`config.mk`:
```
export PLATFORM = sky130hd
export DESIGN_NAME = back_end
export DESIGN_NICKNAME = d
export VERILOG_FILES = /design/src/rtl/back_end_pkg.sv /design/src/rtl/back_end_fifo.sv /design/src/rtl/back_end.sv
export SDC_FILE = /design/constraint.sdc
export NUM_CORES = 1
export LEC_CHECK = 0
export BUFFER_PORTS_ARGS = -buffer_cell sky130_fd_sc_hd__buf_2
export CAP_MARGIN = 20
export CORE_MARGIN = 2
export CORE_UTILIZATION = 50
export DETAILED_ROUTE_END_ITERATION = 8
export PLACE_DENSITY = 0.8
export SKIP_CTS_REPAIR_TIMING = 1
export SYNTH_ARGS = -nofsm -noshare
export SYNTH_HDL_FRONTEND = slang
export SYNTH_HIERARCHICAL = 1
export SYNTH_SLANG_ARGS = --single-unit
```
`constraint.sdc`:
```
create_clock -name clk -period 3.3 [get_ports clk]
set_input_delay 0.165 -clock clk [delete_from_list [all_inputs] [get_ports clk]]
set_output_delay 0.165 -clock clk [all_outputs]
set_load 0.05 [all_outputs]
```
`src/rtl/back_end_pkg.sv`:
```
// Shared definitions for the back end: FSM state encoding and the
// burst-boundary mask helper.
package back_end_pkg;

  typedef enum logic [1:0] {
    IDLE   = 2'd0,
    ACCEPT = 2'd1,
    DRAIN  = 2'd2,
    DONE   = 2'd3
  } state_t;

  // Returns (2^sizeburst)-1, clamped so it never exceeds sizecount bits.
  // With sizeburst >= sizecount the mask is all ones over the counter width,
  // and since a nonzero count never exceeds the run size, no boundary fires.
  function automatic logic [31:0] burst_mask(input int sizeburst, input int sizecount);
    int lim;
    lim = (sizeburst >= sizecount) ? sizecount : sizeburst;
    return (32'd1 << lim) - 32'd1;
  endfunction

endpackage

```
`src/rtl/back_end_fifo.sv`:
```
// Small synchronous first-word-fall-through FIFO: dout always shows the head
// word while empty is low. flush empties it in one cycle.
module bk_fifo
  import back_end_pkg::*;
#(
  parameter int DATAWIDTH = 32,
  parameter int FIFOLOG2  = 2
) (
  input  logic                 clk,
  input  logic                 rst,
  input  logic                 flush,
  input  logic                 push,
  input  logic                 pop,
  input  logic [DATAWIDTH-1:0] din,
  output logic [DATAWIDTH-1:0] dout,
  output logic                 full,
  output logic                 empty
);

  localparam int DEPTH = 1 << FIFOLOG2;

  logic [DATAWIDTH-1:0] mem [DEPTH];
  logic [FIFOLOG2-1:0]  wr_ptr;
  logic [FIFOLOG2-1:0]  rd_ptr;
  logic [FIFOLOG2:0]    count;

  // Pointers and occupancy; pointers wrap naturally at the depth.
  always_ff @(posedge clk or negedge rst) begin
    if (!rst) begin
      wr_ptr <= '0;
      rd_ptr <= '0;
      count  <= '0;
    end else if (flush) begin
      wr_ptr <= '0;
      rd_ptr <= '0;
      count  <= '0;
    end else begin
      if (push) wr_ptr <= wr_ptr + 1'b1;
      if (pop)  rd_ptr <= rd_ptr + 1'b1;
      case ({push, pop})
        2'b10:   count <= count + 1'b1;
        2'b01:   count <= count - 1'b1;
        default: count <= count;
      endcase
    end
  end

  // Storage array; contents need no reset because empty qualifies dout.
  always_ff @(posedge clk) begin
    if (push && !flush) mem[wr_ptr] <= din;
  end

  assign dout  = mem[rd_ptr];
  assign full  = (count == (FIFOLOG2+1)'(DEPTH));
  assign empty = (count == '0);

endmodule

```
`src/rtl/back_end.sv`:
```
// Output-side back end: takes datapath result words over OUT_send/OUT_rdy,
// buffers them in bk_fifo and writes them to the FSL master port. A run moves
// size words in bursts of 2^sizeburst; the FIFO drains at each burst boundary.
//
// Handshakes: a word moves from the datapath when OUT_send && OUT_rdy at a
// rising edge; OUT_rdy never depends on OUT_send. On the FSL side a word is
// written whenever FSL_M_WRITE is high at a rising edge; FSL_M_WRITE is only
// raised while FSL_M_FULL is low, and FSL_M_DATA is zero when not writing.
module back_end
  import back_end_pkg::*;
#(
  parameter int SIZECOUNT = 12,
  parameter int SIZEBURST = 8,
  parameter int DATAWIDTH = 32,
  parameter int FIFOLOG2  = 2
) (
  input  logic                 clk,
  input  logic                 rst,
  input  logic                 start,
  input  logic                 clear,
  input  logic [SIZECOUNT-1:0] size,
  input  logic [SIZEBURST-1:0] sizeburst,
  input  logic                 OUT_send,
  input  logic [DATAWIDTH-1:0] OUT_data,
  output logic                 OUT_rdy,
  output logic                 FSL_M_WRITE,
  output logic [DATAWIDTH-1:0] FSL_M_DATA,
  input  logic                 FSL_M_FULL,
  output logic [SIZEBURST-1:0] OUT_count,
  output logic                 busy,
  output logic                 done,
  output state_t               dbg_state
);

  state_t               state_q;
  state_t               state_d;
  logic [SIZECOUNT-1:0] size_r;
  logic [SIZEBURST-1:0] sizeburst_r;
  logic [SIZECOUNT-1:0] acc_cnt;
  logic [SIZECOUNT-1:0] wr_cnt;
  logic [SIZECOUNT-1:0] acc_next;
  logic [SIZECOUNT-1:0] mask;
  logic                 start_ok;
  logic                 accept;
  logic                 endburst;
  logic                 fifo_full;
  logic                 fifo_empty;
  logic [DATAWIDTH-1:0] fifo_dout;

  assign start_ok = (state_q == IDLE) && start && !clear;
  assign accept   = OUT_send && OUT_rdy;
  assign acc_next = acc_cnt + 1'b1;
  assign mask     = SIZECOUNT'(burst_mask(int'(sizeburst_r), SIZECOUNT));
  assign endburst = (acc_next != '0) && ((acc_next & mask) == '0);

  assign OUT_rdy     = (state_q == ACCEPT) && !fifo_full && (acc_cnt < size_r);
  assign FSL_M_WRITE = (state_q != IDLE) && !fifo_empty && !FSL_M_FULL;
  assign FSL_M_DATA  = FSL_M_WRITE ? fifo_dout : '0;
  assign OUT_count   = SIZEBURST'(1) << sizeburst;
  assign busy        = (state_q != IDLE);
  assign done        = (state_q == DONE);
  assign dbg_state   = state_q;

  // State register.
  always_ff @(posedge clk or negedge rst) begin
    if (!rst) state_q <= IDLE;
    else      state_q <= state_d;
  end

  // Next-state logic; clear overrides everything, including start.
  always_comb begin
    state_d = state_q;
    if (clear) begin
      state_d = IDLE;
    end else begin
      case (state_q)
        IDLE:    if (start) state_d = (size == '0) ? DONE : ACCEPT;
        ACCEPT:  if (accept && (endburst || (acc_next == size_r))) state_d = DRAIN;
        DRAIN:   if (fifo_empty && !FSL_M_WRITE)
                   state_d = (wr_cnt == size_r) ? DONE : ACCEPT;
        DONE:    state_d = IDLE;
        default: state_d = IDLE;
      endcase
    end
  end

  // Run parameters, captured when a start is accepted.
  always_ff @(posedge clk or negedge rst) begin
    if (!rst) begin
      size_r      <= '0;
      sizeburst_r <= '0;
    end else if (start_ok) begin
      size_r      <= size;
      sizeburst_r <= sizeburst;
    end
  end

  // Accept and write counters; they cannot wrap because acc_cnt <= size_r.
  always_ff @(posedge clk or negedge rst) begin
    if (!rst) begin
      acc_cnt <= '0;
      wr_cnt  <= '0;
    end else if (clear || start_ok) begin
      acc_cnt <= '0;
      wr_cnt  <= '0;
    end else begin
      if (accept)      acc_cnt <= acc_next;
      if (FSL_M_WRITE) wr_cnt  <= wr_cnt + 1'b1;
    end
  end

  bk_fifo #(
    .DATAWIDTH (DATAWIDTH),
    .FIFOLOG2  (FIFOLOG2)
  ) u_fifo (
    .clk   (clk),
    .rst   (rst),
    .flush (clear),
    .push  (accept),
    .pop   (FSL_M_WRITE),
    .din   (OUT_data),
    .dout  (fifo_dout),
    .full  (fifo_full),
    .empty (fifo_empty)
  );

endmodule

```
======== Yosys cells after proc, flatten, opt, wreduce, memory -nomap -nowiden ========
Memory sizes are Yosys's and may differ from the RTL's.
Index checks and enable logic that the tools add are counted.
word-level totals
  register bits ........................... 53
  memory bits (writable) .................. 128
  input port bits ......................... 58
  word-level logic and storage cells ...... 83
  memories ................................ 1
memories
  name        words  width  rd ports  clocked after Yosys merged registers in  wr ports  line                 RTL
  u_fifo.mem  4      32     1         0                                        1         back_end_fifo.sv:22  logic [DATAWIDTH-1:0] mem [DEPTH];
cells by class
  add/sub/neg operators ................... 7
  magnitude comparators ................... 2
  eq/ne operators ......................... 11
  shift-type cells ........................ 2
  mux-type cells .......................... 21
  bitwise operators ....................... 1
  reductions and logical operators ........ 30
operators by type and width
  operator                                                                              count
  12-bit 2-to-1 mux                                                                     4
  32-bit 2-to-1 mux                                                                     1
  12-bit by 1-bit adder with 12-bit output (second input constant)                      2
  12-bit == test                                                                        2
  12-bit zero test                                                                      2
  2-bit 2-to-1 mux                                                                      10
  12-bit bitwise AND                                                                    1
  12-bit < comparator                                                                   1
  12-bit nonzero test                                                                   1
  1-bit by 8-bit left shift with 12-bit output (first input constant)                   1
  12-bit by 1-bit subtractor with 12-bit output (second input constant)                 1
  1-bit logical AND                                                                     11
  2-bit nonzero test                                                                    5
  8-bit by 4-bit greater-or-equal comparator with 1-bit output (second input constant)  1
  8-bit 2-to-1 mux                                                                      1
  2-bit one-hot mux with 4 select lines                                                 1
  1-bit by 8-bit left shift with 8-bit output (first input constant)                    1
  2-bit == test (second input constant)                                                 3
  3-bit inequality test (second input constant)                                         2
  3-bit one-hot mux with 2 select lines                                                 1
  1-bit zero test                                                                       5
  2-bit by 1-bit adder with 2-bit output (second input constant)                        2
  2-bit by 1-bit == test with 1-bit output (second input constant)                      2
  3-bit by 1-bit adder with 3-bit output (second input constant)                        1
  other kinds (10)                                                                      12

======== Longest topological paths before layout ========
Gate-level depths: netlist (run 1).
  depth in word-level cells ............... 12
  mapped depth ............................ 14
  mapped depth without buffers ............ 12

======== Hierarchy ========
The synthesis (run 1) kept the hierarchy.
modules (own cells, without submodules)
  module    times used  cells each  area an instance (sq um)  seq. area each (sq um)
  bk_fifo   1           211         5104.9                    4018.9
  back_end  1           434         3608.5                    1151.1

======== Worst setup path before layout (run 1) ========
No wires, ideal clock.
  kind .................................... register -> register
  start point ............................. reg size_r[7]
  end point ............................... mem u_fifo.mem[0][0] (enable)
  library setup time ...................... 0.392 ns
  arrival ................................. 3.655 ns
  setup slack ............................. -0.747 ns
  stages on the path, launching flop included .. 11
  buffers on the path ..................... 2
  cell sequence ........................... dfrtp_1 > inv_1 > ha_1 > a211oi_1 > a221oi_1 > a21oi_1 > and2_0 > clkbuf_8 > buf_2 > nor2b_1 > and2_1
between the ends
  cells in the longest elaborated chain, start to end .. 6
ends and longest elaborated chain
  element                                 line                 RTL
  from (decl)                             back_end.sv:37       logic [SIZECOUNT-1:0] size_r;
  from (signal assigned)                  back_end.sv:93       size_r <= size;
  12-bit < comparator                     back_end.sv:56       assign OUT_rdy = (state_q == ACCEPT) && !fifo_full && (acc_cnt < size_r);
  1-bit logical AND                       back_end.sv:56
  via OUT_rdy                             back_end.sv:25       output logic OUT_rdy,
  1-bit logical AND                       back_end.sv:51       assign accept = OUT_send && OUT_rdy;
  via accept                              back_end.sv:44       logic accept;
  1-bit logical AND                       back_end_fifo.sv:50  if (push && !flush) mem[wr_ptr] <= din;
  1-bit 2-to-1 mux                        back_end_fifo.sv:50
  1-bit 2-to-1 mux (not written as such)  back_end_fifo.sv:50
  to (decl)                               back_end_fifo.sv:22
The timed path passes the listed nets, and every way through them passes these cells.

======== Worst setup path after layout (run 1) ========
  start point ............................. reg sizeburst_r[6]
  end point ............................... reg state_q[0], in the netlist dbg_state[0]
between the ends
  cells in the longest elaborated chain, start to end .. 11
ends and longest elaborated chain
  element                                                                line                RTL
  from (decl)                                                            back_end.sv:38      logic [SIZEBURST-1:0] sizeburst_r;
  from (signal assigned)                                                 back_end.sv:94      sizeburst_r <= sizeburst;
  8-bit by 4-bit greater-or-equal comparator with 1-bit output           back_end_pkg.sv:17  lim = (sizeburst >= sizecount) ? sizecount : sizeburst;
  8-bit 2-to-1 mux (*)                                                   back_end_pkg.sv:17
  1-bit by 8-bit left shift with 12-bit output (*)                       back_end_pkg.sv:18  return (32'd1 << lim) - 32'd1;
  12-bit by 1-bit subtractor with 12-bit output (*)                      back_end_pkg.sv:18
  12-bit bitwise AND (*)                                                 back_end.sv:54      assign endburst = (acc_next != '0) && ((acc_next & mask) == '0);
  12-bit zero test (*)                                                   back_end.sv:54
  1-bit logical AND (*)                                                  back_end.sv:54
  1-bit logical OR (*)                                                   back_end.sv:78      ACCEPT: if (accept && (endburst || (acc_next == size_r))) state_d = DRAIN;
  1-bit logical AND (*)                                                  back_end.sv:78
  3-bit by 2-bit inequality test with 1-bit output (no source line) (*)  --
  3-bit AND reduction (no source line) (*)                               --
  to (signal assigned)                                                   back_end.sv:67      else state_q <= state_d;
  to (decl)                                                              back_end.sv:35      state_t state_q;
Mark *: on every way between the ends. The rest lies on a longest branch, timed or not.
A chain may end at the register's enable or synchronous reset.

==> summary.txt, run 1 <==
Run status
  • Status: finished, violations left
  • Violations in the final reports: hold timing

Clock network
  • Clk root buf: clkbuf_16
  • CTS buffer count: 17
  • Clk_lat worst skew: around 0.44 ns
  • Maximum clock path buffer count: 2
  • CTS tree: built
  • Clock Sinks: about 180
  • CTS HTree Levels: 4
  • Clock-pin slew on the worst setup and hold paths: approximately 0.07 ns

Synth
  • Post-synth EDFFs: roughly 130
  • Cells after Synth: approximately 650
  • Mapped cell area: 8710 um2
  • Ys async rst share: between 20% and 30%
  • Post-Synth Simple-Gate Area: 12.9%
  • Xor and xnor area share after synthesis: around 5.5%
  • Ys flop type: edfxtp_1
  • Largest family of logic cells by synthesized area: simple AND/OR/NAND/NOR gates
  • Yosys reg bits: 181
  • Synth area leader: edfxtp_1
  • Top cell type's share of synthesized area: around 44%
  • Most common cell in the netlist: edfxtp_1
  • Top post-synthesis cells by area: edfxtp_1, dfrtp_1, mux4_2, xor2_1, and2_1
  • Post-Synth Adder-Cell Area: under 10%
  • Mean Syn Cell Area: about 14 um2
  • Mux contribution to synthesized area: 10.2%
  • Library cells used by synthesis: 60
  • Synth top cells by count: edfxtp_1, dfrtp_1, nor2_1, and2_1, nand2_1
  • Synth Warn #: 6
  • Seq/Total Area, Yosys: ~59%
  • Syn_nets: a little over 700
  • Synth Area in Compound Gates: around 5.6%

Pwr
  • Clk network pwr share: between 30% and 40%
  • Switching Power: 2.16 mW
  • Int Power: approximately 4.4 mW
  • Flop pwr share: around 44%
  • Power density over the cells: slightly above 600 nW/um2
  • Pleak: between 4 and 5 nW
  • Comb pwr share: between 20% and 30%
  • Net Sw Frac: roughly a third
  • Maximum VDD drop: 813 uV

Setup path
  • Critical Path End Type: flop
  • Critical Path AT: approximately 3.5 ns
  • R2R Setup Slk: 0.13 ns
  • Critical-path maximum fanout: 6
  • Classification of the worst setup path: flop to flop
  • Worst R2R Path Depth: 11
  • Startpoint Class: flop
  • R2R Path Start: sizeburst_r[6]
  • Crit Reg-Reg Endpoint: dbg_state[0]
  • WP data required: roughly 3.6 ns

STA
  • Final period utilization: a little over nine tenths
  • F_max: 316 MHz
  • Tmin final: roughly 3.2 ns
  • Final setup viols: 0
  • Worst Skew: between 0.01 and 0.015 ns
  • Slew HR: about 37%
  • Worst Tran Pin Value: 0.948 ns
  • PnR worst setup slack: between 0.1 and 0.15 ns
  • Hold WS: -0.0328 ns
  • Slew Viols, Final: 0
  • Count of final hold-check violations: 1

Run
  • Max-Cap Viols: 0

Route
  • Vias per cell: about 5.6
  • DRT iter0 DRCs: between 300 and 400
  • Detailed Route WL: 19.2 mm
  • Pre-antenna DRT Iters: 5
  • DRT antenna net count: 0
  • DRC viols: 0
  • Total number of vias: approximately 5,800
  • WL per Instance: 18.5 um

GRT
  • Grt ovf: 0
  • Largest net degree at the start of global routing: 47
  • All-Layer GR Usage: between 20 and 25%
  • Initial antenna violation count: 0
  • First-pass GRT wire length: approximately 29 mm
  • Vias in the first global route: 5,544

Cells and area
  • Non-Filler Instances: around 1,000
  • Antenna diodes: 0
  • Share of layout cells above drive strength 1: roughly a quarter
  • FILL cells: roughly 1,300
  • Syn-to-layout area delta: 21.0%
  • Post-layout net count: between 800 and 900

Placed design
  • GPL Wtd Cong: ~0.9
  • Hpwl dp: between 10 and 15 mm
  • Cells after DPL: between 900 and 1,000
  • Setup WS pre-CTS: approximately 0.19 ns
  • PortBufs: 103

Hold path
  • HP Class: input port to flop
  • Min-delay src: sizeburst[3]
  • Hold Path Depth: 3
  • Endpoint, Worst Hold: sizeburst_r[3]

Die
  • Site Rows: 48
  • Die Span Y: between 100 and 150 um
  • Starting Density: about half
  • Ports: between 100 and 150
  • Die area: between 15,000 and 20,000 um2
  • Core ar.: around 17,000 um2
  • Die W: about 140 um
registers in the layout (all words and copies together), names as in the netlist:
name	flops
u_fifo/count	3
u_fifo/rd_ptr	2
dbg_state	2
u_fifo/wr_ptr	2
acc_cnt	12
sizeburst_r	8
wr_cnt	12
size_r	12
u_fifo/mem	128
per-stage QoR:
stage                     area [um2]  setup TNS, ns  util, %  power, mW
after global routing           10500       -0.00816     61.4       6.83
final                          10500              0     61.4       6.53
after detailed placement        9530              0     55.5       4.54
after CTS                      10100              0     58.8       6.50
after global placement          9530              0     55.5       4.51
after floorplan                 8730              0        -       4.10
cell families after synthesis:
family          count (synthesis)
xor+xnor                       54
fa+ha+maj                      20
flops                         181
simple gates                  208
buf+inv                        58
mux                            46
compound gates                 78
per-layer routing:
layer	vias up	global-route usage (%)	part of all wire [%]	wire length (um)
met5	-	0	0	0
met4	0	4.57	1.2	227
met3	21	6.79	7.0	1350
met2	217	33.9	50	9560
met1	2829	27.0	42	8050
li1	2695	-	-	-
worst max-delay path by stage:
stage / start / endpoint / slack, ns / cells after the start
global route: sizeburst_r[7] / dbg_state[1] / -0.008 / 12
floorplan: size_r[7] / u_fifo/mem[0][0] / 0.04 / 10
CTS: sizeburst_r[7] / dbg_state[0] / 0.18 / 11
finish: sizeburst_r[6] / dbg_state[0] / 0.13 / 11
global placement: sizeburst_r[7] / dbg_state[0] / 0.19 / 11
detailed placement: sizeburst_r[7] / dbg_state[0] / 0.19 / 11
layout by cell type (no fill, tap or decap), drive strengths merged, types with 2 or more instances in the layout:
cell and instances:
a211oi 5, or4 4, nor4 10, nand4 7
or3 5, a31oi 4, dfrtp 53, nand2b 6
dlygate4sd3 44, inv 30, nor3 11, a41oi 3
mux2i 5, clkbuf 18, and2 40, buf 126
ha 19, o22ai 2, xor2 30, o21ai 30
and4 3, xnor2 24, nand3 15, nand2 35
o221ai 2, mux2 9, edfxtp 128, nor2b 8
nor3b 7, a2111oi 2, a21o 3, and3 8
mux4 32, nor2 48, clkinvlp 2, clkinv 3
a21oi 17
power by group through the flow:
stage / clock network [mW] / logic, mW / registers [mW]
finish: 1.97 / 1.67 / 2.90
CTS: 1.99 / 1.62 / 2.90
global placement: 0 / 1.57 / 2.93
floorplan: 0 / 1.22 / 2.88
detailed placement: 0 / 1.60 / 2.94
global route: 2.08 / 1.82 / 2.93
area by class of cell:
class                           instances  area [um2]  share of cell area, %
Clock buffer                           18         429                   4.07
Clock inverter                         13         141                   1.34
Inverter                               23        86.3                  0.819
Multi-Input combinational cell        406        3270                   31.0
Sequential cell                       181        5170                   49.0
Tap cell                              225         282                   2.67
Timing Repair Buffer                  170        1170                   11.1
worst max-delay path, stage by stage (launching register included):
cell and delay (ns):
dfrtp_1 0.43, or4_4 0.58, nor2_4 0.13, nand3_1 0.09, ha_1 0.27, nor3b_1 0.16
a31oi_1 0.25, a21oi_4 0.08, or4_1 0.51, nor3b_1 0.22, o21ai_1 0.14, a21o_1 0.19
No activity file was read; power rests on OpenSTA's default activity.
==> run 2, diff against run 1 <==
--- a/config.mk
+++ b/config.mk
@@ -5,12 +5,14 @@
 export SDC_FILE = /design/constraint.sdc
 export NUM_CORES = 1
 export LEC_CHECK = 0
-export BUFFER_PORTS_ARGS = -buffer_cell sky130_fd_sc_hd__buf_2
 export CAP_MARGIN = 20
+export CELL_PAD_IN_SITES_DETAIL_PLACEMENT = 1
+export CELL_PAD_IN_SITES_GLOBAL_PLACEMENT = 1
 export CORE_MARGIN = 2
-export CORE_UTILIZATION = 50
+export CORE_UTILIZATION = 47
 export DETAILED_ROUTE_END_ITERATION = 8
-export PLACE_DENSITY = 0.8
+export DONT_BUFFER_PORTS = 1
+export PLACE_DENSITY = 0.82
 export SKIP_CTS_REPAIR_TIMING = 1
 export SYNTH_ARGS = -nofsm -noshare
 export SYNTH_HDL_FRONTEND = slang
==> run 2 against run 1 <==
Design area decreased by 3.2%; global-route usage up 1.4 points; via count decreased by 3.0%; first-iteration DRC count grew 8.1%; critical endpoint is now u_fifo/count[2]; worst hold slack better by 0.037 ns; critical path type unchanged; cell count decreased by 8.4%; routed wire length rose by 21%; the flow finishes with violations (DRC); fmax fell by 2.0%; largest cell class unchanged; critical path depth did not move; sequential power increased by 1%; non-clock buffer count down 93; power increased by 2.9%.
==> summary.txt, run 2 (same netlist as run 1, synthesis figures left out) <==
Run status
  • Status: finished, violations left
  • Violations in the final reports: DRC

Placed design
  • Hpwl dp: 14.0 mm (+14%)
  • GPL Wtd Cong: 0.937 (+1.1%)
  • PortBufs: 0 (-100%)
  • Setup WS pre-CTS: 0.148 ns (-0.0420 ns)

Route
  • DRT antenna net count: 0 (unchanged)
  • Vias per cell: 5.89 (+5.9%)
  • WL per Instance: 24.6 um (+33%)
  • DRT iter0 DRCs: 375 (+8.1%)
  • DRC viols: 7 (+7)
  • Detailed Route WL: 23.3 mm (+21%)
  • Total number of vias: 5,592 (-3.0%)
  • Pre-antenna DRT Iters: 9 (+4)

Setup path
  • Critical-path maximum fanout: 5 (-1)
  • Worst Setup SP: size_r[7]
  • Worst R2R Path Depth: 11 (unchanged)
  • CP cell instances: inv_1, ha_1, a211oi_1, nand3_1, a21oi_4, and2_0, nor2b_1, fa_1, nor3b_1, o21ai_0, nor3b_1
  • WP depth: 11 (unchanged)
  • Critical Path End Type: flop
  • R2R Setup Slk: 0.07 ns (-0.07 ns)
  • WP data required: 3.61 ns (about the same)
  • Most common cell on crit path: nor3b_1
  • Startpoint Class: flop
  • Worst Setup EP: u_fifo/count[2]
  • CP max stage cell: fa_1
  • Max incr delay on CP: 0.46 ns (-0.12 ns)
  • R2R Path Start: size_r[7]
  • Buffer and inverter count on the worst path: 1 (+1)
  • Top delay family on crit path: simple AND/OR/NAND/NOR gates
  • Critical Path AT: 3.54 ns (+0.05 ns)
  • Crit Reg-Reg Endpoint: u_fifo/count[2]
  • Classification of the worst setup path: flop to flop

STA
  • PnR worst setup slack: 0.0659 ns (-0.0653 ns)
  • Worst Skew: 0.0225 ns (+0.0124 ns)
  • Count of final hold-check violations: 0 (-1)
  • Final setup viols: 0 (unchanged)
  • Slew HR: 38.1% (+1.3 points)
  • Final period utilization: 98.0% (+2.0 points)
  • F_max: 309 MHz (-2.0%)
  • Total negative slack: 0 ns (unchanged)
  • Tmin final: 3.23 ns (+0.0653 ns)
  • Slew Viols, Final: 0 (unchanged)
  • Worst Tran Pin Value: 0.925 ns (-0.0235 ns)

GRT
  • All-Layer GR Usage: 22.1% (+1.4 points)
  • Vias in the first global route: 5,821 (+5.0%)
  • Grt ovf: 0 (unchanged)
  • First-pass GRT wire length: 32.8 mm (+13%)
  • Largest net degree at the start of global routing: 54 (+15%)
  • Initial antenna violation count: 1 (+1)

Die
  • Die Span Y: 140 um (+3.1%)
  • Starting Density: 48.2% (-2.6 points)
  • Core ar.: 18,100 um2 (+5.3%)
  • Ports: 104 (unchanged)
  • Die W: 140 um (+3.1%)
  • Site Rows: 49 (+2.1%)
  • Die area: 19,600 um2 (+6.2%)

Cells and area
  • Largest register FFs: 128 (unchanged)
  • Largest Register: u_fifo/mem
  • Post-layout net count: 784 (-11%)
  • Share of layout cells above drive strength 1: 15.3% (-10 points)
  • Most common cell after layout, fill and taps aside: edfxtp_1
  • Most frequent cells in the layout: edfxtp_1, dlygate4sd3_1, dfrtp_1
  • Syn-to-layout area delta: 17.1%
  • FILL cells: 1,719 (+32%)

Clock network
  • Clk root buf: clkbuf_16
  • Clock-pin slew on the worst setup and hold paths: 0.08 ns (about the same)
  • CTS HTree Levels: 4 (unchanged)
  • CTS tree: built
  • Clock Sinks: 181 (unchanged)
  • Clk_lat worst skew: 0.46 ns (+0.02 ns)
  • Maximum clock path buffer count: 2 (unchanged)
  • CTS buffer count: 17 (unchanged)

Pwr
  • Maximum VDD drop: 389 uV (-52%)
  • Pleak: 3.66 nW (-10%)
  • Power density over the cells: 659 nW/um2 (+6.3%)

Hold path
  • HP Class: input port to flop
  • Hold Path Depth: 2 (-1)

Run
  • Max-Cap Viols: 0 (unchanged)
run 2: area by class of cell:
cell class | instances | area (um2) | area share [%]
Clock inverter | 15 | 190 | 1.86
Multi-Input combinational cell | 406 | 3270 | 32.0
Clock buffer | 17 | 425 | 4.17
Sequential cell | 181 | 5170 | 50.7
Tap cell | 229 | 287 | 2.81
Inverter | 23 | 86.3 | 0.846
Antenna cell | 1 | 2.50 | 0.0245
Timing Repair Buffer | 77 | 771 | 7.55
run 2: routing by layer:
metal	up-vias	routed length, um	share of wire (%)	global-route usage (%)
li1	2505	-	-	-
met1	2849	9370	40	27.8
met2	212	12100	52	36.8
met3	26	1470	6.3	6.56
met4	0	345	1.5	7.39
met5	-	0	0	0
run 2: worst min path at each step:
stage | start | to | slack (ns)
floorplan | rst | acc_cnt[0] | -0.13
global placement | rst | sizeburst_r[5] | -0.13
detailed placement | rst | sizeburst_r[6] | -0.13
CTS | rst | acc_cnt[11] | -0.61
global route | size[6] | dbg_state[1] | 0.03
finish | clear | sizeburst_r[3] | 0.004
run 2: through the flow:
stage	power, mW	hold slack (ns)	instance area, um2	std cells	util (%)
floorplan	4.10	-0.131	8730	645	-
finish	6.72	0.00378	10200	949	56.4
detailed placement	4.48	-0.129	9010	861	49.8
CTS	6.62	-0.610	9620	893	53.2
global route	6.99	0.0348	10200	949	56.4
global placement	4.41	-0.129	9010	861	49.8
run 2: power breakdown:
| group | leakage, nW | internal, mW | switching (mW) | total [mW] |
|---|---|---|---|---|
| registers | 1.85 | 2.65 | 0.296 | 2.94 |
| logic | 1.51 | 0.611 | 1.02 | 1.63 |
| clock network | 0.297 | 1.05 | 1.10 | 2.14 |
| total | 3.66 | 4.31 | 2.41 | 6.72 |
==> run 3, diff against run 2 <==
--- a/config.mk
+++ b/config.mk
@@ -9,10 +9,10 @@
 export CELL_PAD_IN_SITES_DETAIL_PLACEMENT = 1
 export CELL_PAD_IN_SITES_GLOBAL_PLACEMENT = 1
 export CORE_MARGIN = 2
-export CORE_UTILIZATION = 47
+export CORE_UTILIZATION = 50
 export DETAILED_ROUTE_END_ITERATION = 8
 export DONT_BUFFER_PORTS = 1
-export PLACE_DENSITY = 0.82
+export PLACE_DENSITY = 0.83
 export SKIP_CTS_REPAIR_TIMING = 1
 export SYNTH_ARGS = -nofsm -noshare
 export SYNTH_HDL_FRONTEND = slang
==> constraint.sdc (replaced) <==
create_clock -name clk -period 3.31 [get_ports clk]
set_input_delay 0.1655 -clock clk [delete_from_list [all_inputs] [get_ports clk]]
set_output_delay 0.1655 -clock clk [all_outputs]
set_load 0.05 [all_outputs]
==> run 3 against run 2 <==
The run now ends clean; clock skew is 0.010 ns lower; worst setup slack improved by 0.077 ns; cell count stayed put; sequential share of layout area fell by 0.15 points; clock power decreased by 3%; fmax grew 2.1%; clock-buffer cell count unchanged; first-iteration DRC count grew 1.6%; register-to-register slack gained 0.08 ns; sequential cell count is the same; critical path type unchanged; largest cell class unchanged; largest power group unchanged.
==> summary.txt, run 3 (same netlist as run 1, synthesis figures left out) <==
GRT
  • Busiest grt layer: met2
  • Met3 GRT Util: 6.94% (+0.37 points)
  • M1 GR Usage: 27.7% (-0.15 points)
  • Largest net degree at the start of global routing: 54 (unchanged)
  • Met2 GRT Util: 42.7% (+5.9 points)
  • Vias in the first global route: 6,025 (+3.5%)
  • First-pass GRT wire length: 33.1 mm (+1.1%)
  • Initial antenna violation count: 0 (-1)
  • Grt ovf: 0 (unchanged)
  • All-Layer GR Usage: 24.2% (+2.1 points)

Pwr
  • Power density over the cells: 648 nW/um2 (-1.7%)
  • Pleak: 3.69 nW (+0.84%)
  • Maximum VDD drop: 589 uV (+51%)

Route
  • DRT antenna net count: 0 (unchanged)
  • Detailed Route WL: 22.8 mm (-2.3%)
  • DRT iter0 DRCs: 381 (+1.6%)
  • DRC viols: 0 (-7)
  • Pre-antenna DRT Iters: 4 (-5)
  • Vias per cell: 5.98 (+1.5%)
  • WL per Instance: 24.0 um (-2.3%)
  • Total number of vias: 5,677 (+1.5%)

STA
  • Total negative slack: 0 ns (unchanged)
  • RSZ-0062 raised after global routing: false
  • Worst Skew: 0.0120 ns (-0.0105 ns)
  • Slew Viols, Final: 0 (unchanged)
  • Final period utilization: 95.7% (-2.3 points)
  • F_max: 316 MHz (+2.1%)
  • Count of final hold-check violations: 0 (unchanged)
  • Final setup viols: 0 (unchanged)
  • Worst Tran Pin Value: 1.01 ns (+0.0803 ns)
  • Tmin final: 3.17 ns (-0.0674 ns)
  • Slew HR: 33.0% (-5.1 points)

Setup path
  • Startpoint Class: flop
  • CP cell instances: or4_4, nor2_4, nand3_1, ha_1, buf_4, nor2b_1, o21ai_0, a21oi_1, or4_1, nor3b_1, o21ai_1, a21o_1
  • Critical-path maximum fanout: 10 (+5)
  • R2R Path Start: sizeburst_r[7]
  • CP max stage cell: or4_4
  • Critical Path End Type: flop
  • Classification of the worst setup path: flop to flop
  • Worst Setup SP: sizeburst_r[7]
  • WP data required: 3.64 ns (+0.03 ns)
  • Buffer and inverter count on the worst path: 1 (unchanged)
  • Top delay family on crit path: simple AND/OR/NAND/NOR gates
  • Max incr delay on CP: 0.60 ns (+0.14 ns)
  • Critical Path AT: 3.49 ns (-0.05 ns)

Cells and area
  • Most frequent cells in the layout: edfxtp_1, dlygate4sd3_1, dfrtp_1
  • Post-route cell area: 10,200 um2 (+0.29%)
  • Syn-to-layout area delta: 17.4%
  • Largest register FFs: 128 (unchanged)
  • Post-layout net count: 789 (+0.64%)
  • Most common cell after layout, fill and taps aside: edfxtp_1
  • Share of layout cells above drive strength 1: 15.5% (+0.17 points)
  • Antenna diodes: 0 (-1)
  • Largest Register: u_fifo/mem

Clock network
  • CTS tree: built
  • Clk_lat worst skew: 0.44 ns (-0.02 ns)
  • CTS HTree Levels: 4 (unchanged)
  • Clock-pin slew on the worst setup and hold paths: 0.08 ns (about the same)
  • Clock Sinks: 181 (unchanged)
  • Maximum clock path buffer count: 2 (unchanged)
  • Clk root buf: clkbuf_16
  • CTS buffer count: 17 (unchanged)

Die
  • Die Span Y: 136 um (-3.0%)
  • Site Rows: 48 (-2.0%)
  • Ports: 104 (unchanged)
  • Die area: 18,500 um2 (-5.8%)
  • Die W: 136 um (-3.0%)
  • Core ar.: 17,200 um2 (-5.0%)
  • Starting Density: 50.7% (+2.6 points)

Hold path
  • HP Class: input port to flop
  • Min-delay src: size[6]

Placed design
  • DP Area: 9050 um2 (+0.47%)
  • Hpwl dp: 14.3 mm (+2.4%)
  • PortBufs: 0 (unchanged)
  • GPL Wtd Cong: 0.869 (-7.2%)

Run
  • Max-Cap Viols: 0 (unchanged)

Run status
  • Status: completed
run 3: tightest hold or removal path, stage by stage:
cell,delay [ns]
nor4_1,0.02
nand4_1,0.15
a21oi_1,0.09
o21ai_0,0.08
a31oi_1,0.04
run 3: worst paths after layout:
| kind | slack (ns) | cells past startpoint | to |
|---|---|---|---|
| setup / recovery | 0.14 | 12 | dbg_state[0] |
| hold / removal | 0.15 | 5 | dbg_state[1] |
| setup reg to reg | 0.14 | 12 | dbg_state[0] |
| hold reg to reg | 0.58 | 2 | wr_cnt[11] |
| max in group asynchronous | 2.77 | 2 | u_fifo/rd_ptr[0] |
| min in group asynchronous | 0.27 | 2 | sizeburst_r[3] |
run 3: report_power, final:
group / leakage [nW] / switching, mW / internal, mW
combinational: 1.54 / 1.02 / 0.614
clock: 0.299 / 1.04 / 1.04
sequential: 1.85 / 0.278 / 2.64
total: 3.69 / 2.34 / 4.29
run 3: final cells by class:
type                            instances  area, um2
Inverter                               23       86.3
Clock buffer                           17        425
Timing Repair Buffer                   82        821
Fill cell                            1662       6940
Tap cell                              225        282
Sequential cell                       181       5170
Multi-Input combinational cell        406       3260
Clock inverter                         15        188
run 3: layer usage:
metal  wire [um]  part of all wire [%]  vias up
li1            -                     -     2509
met1        8800                    39     2951
met2       12200                    53      184
met3        1220                   5.4       33
met4         597                   2.6        0
met5           0                     0        -
run 3: per-stage QoR:
stage	std cells	total power [mW]	util [%]	hold WS, ns	setup WS (ns)
after global placement	862	4.39	52.7	-0.129	0.311
after detailed placement	862	4.49	52.7	-0.128	0.171
after global routing	949	6.90	59.6	0.170	0.0319
after floorplan	645	4.09	-	-0.130	0.0524
final	949	6.63	59.6	0.150	0.143
after CTS	894	6.56	56.3	-0.596	0.144
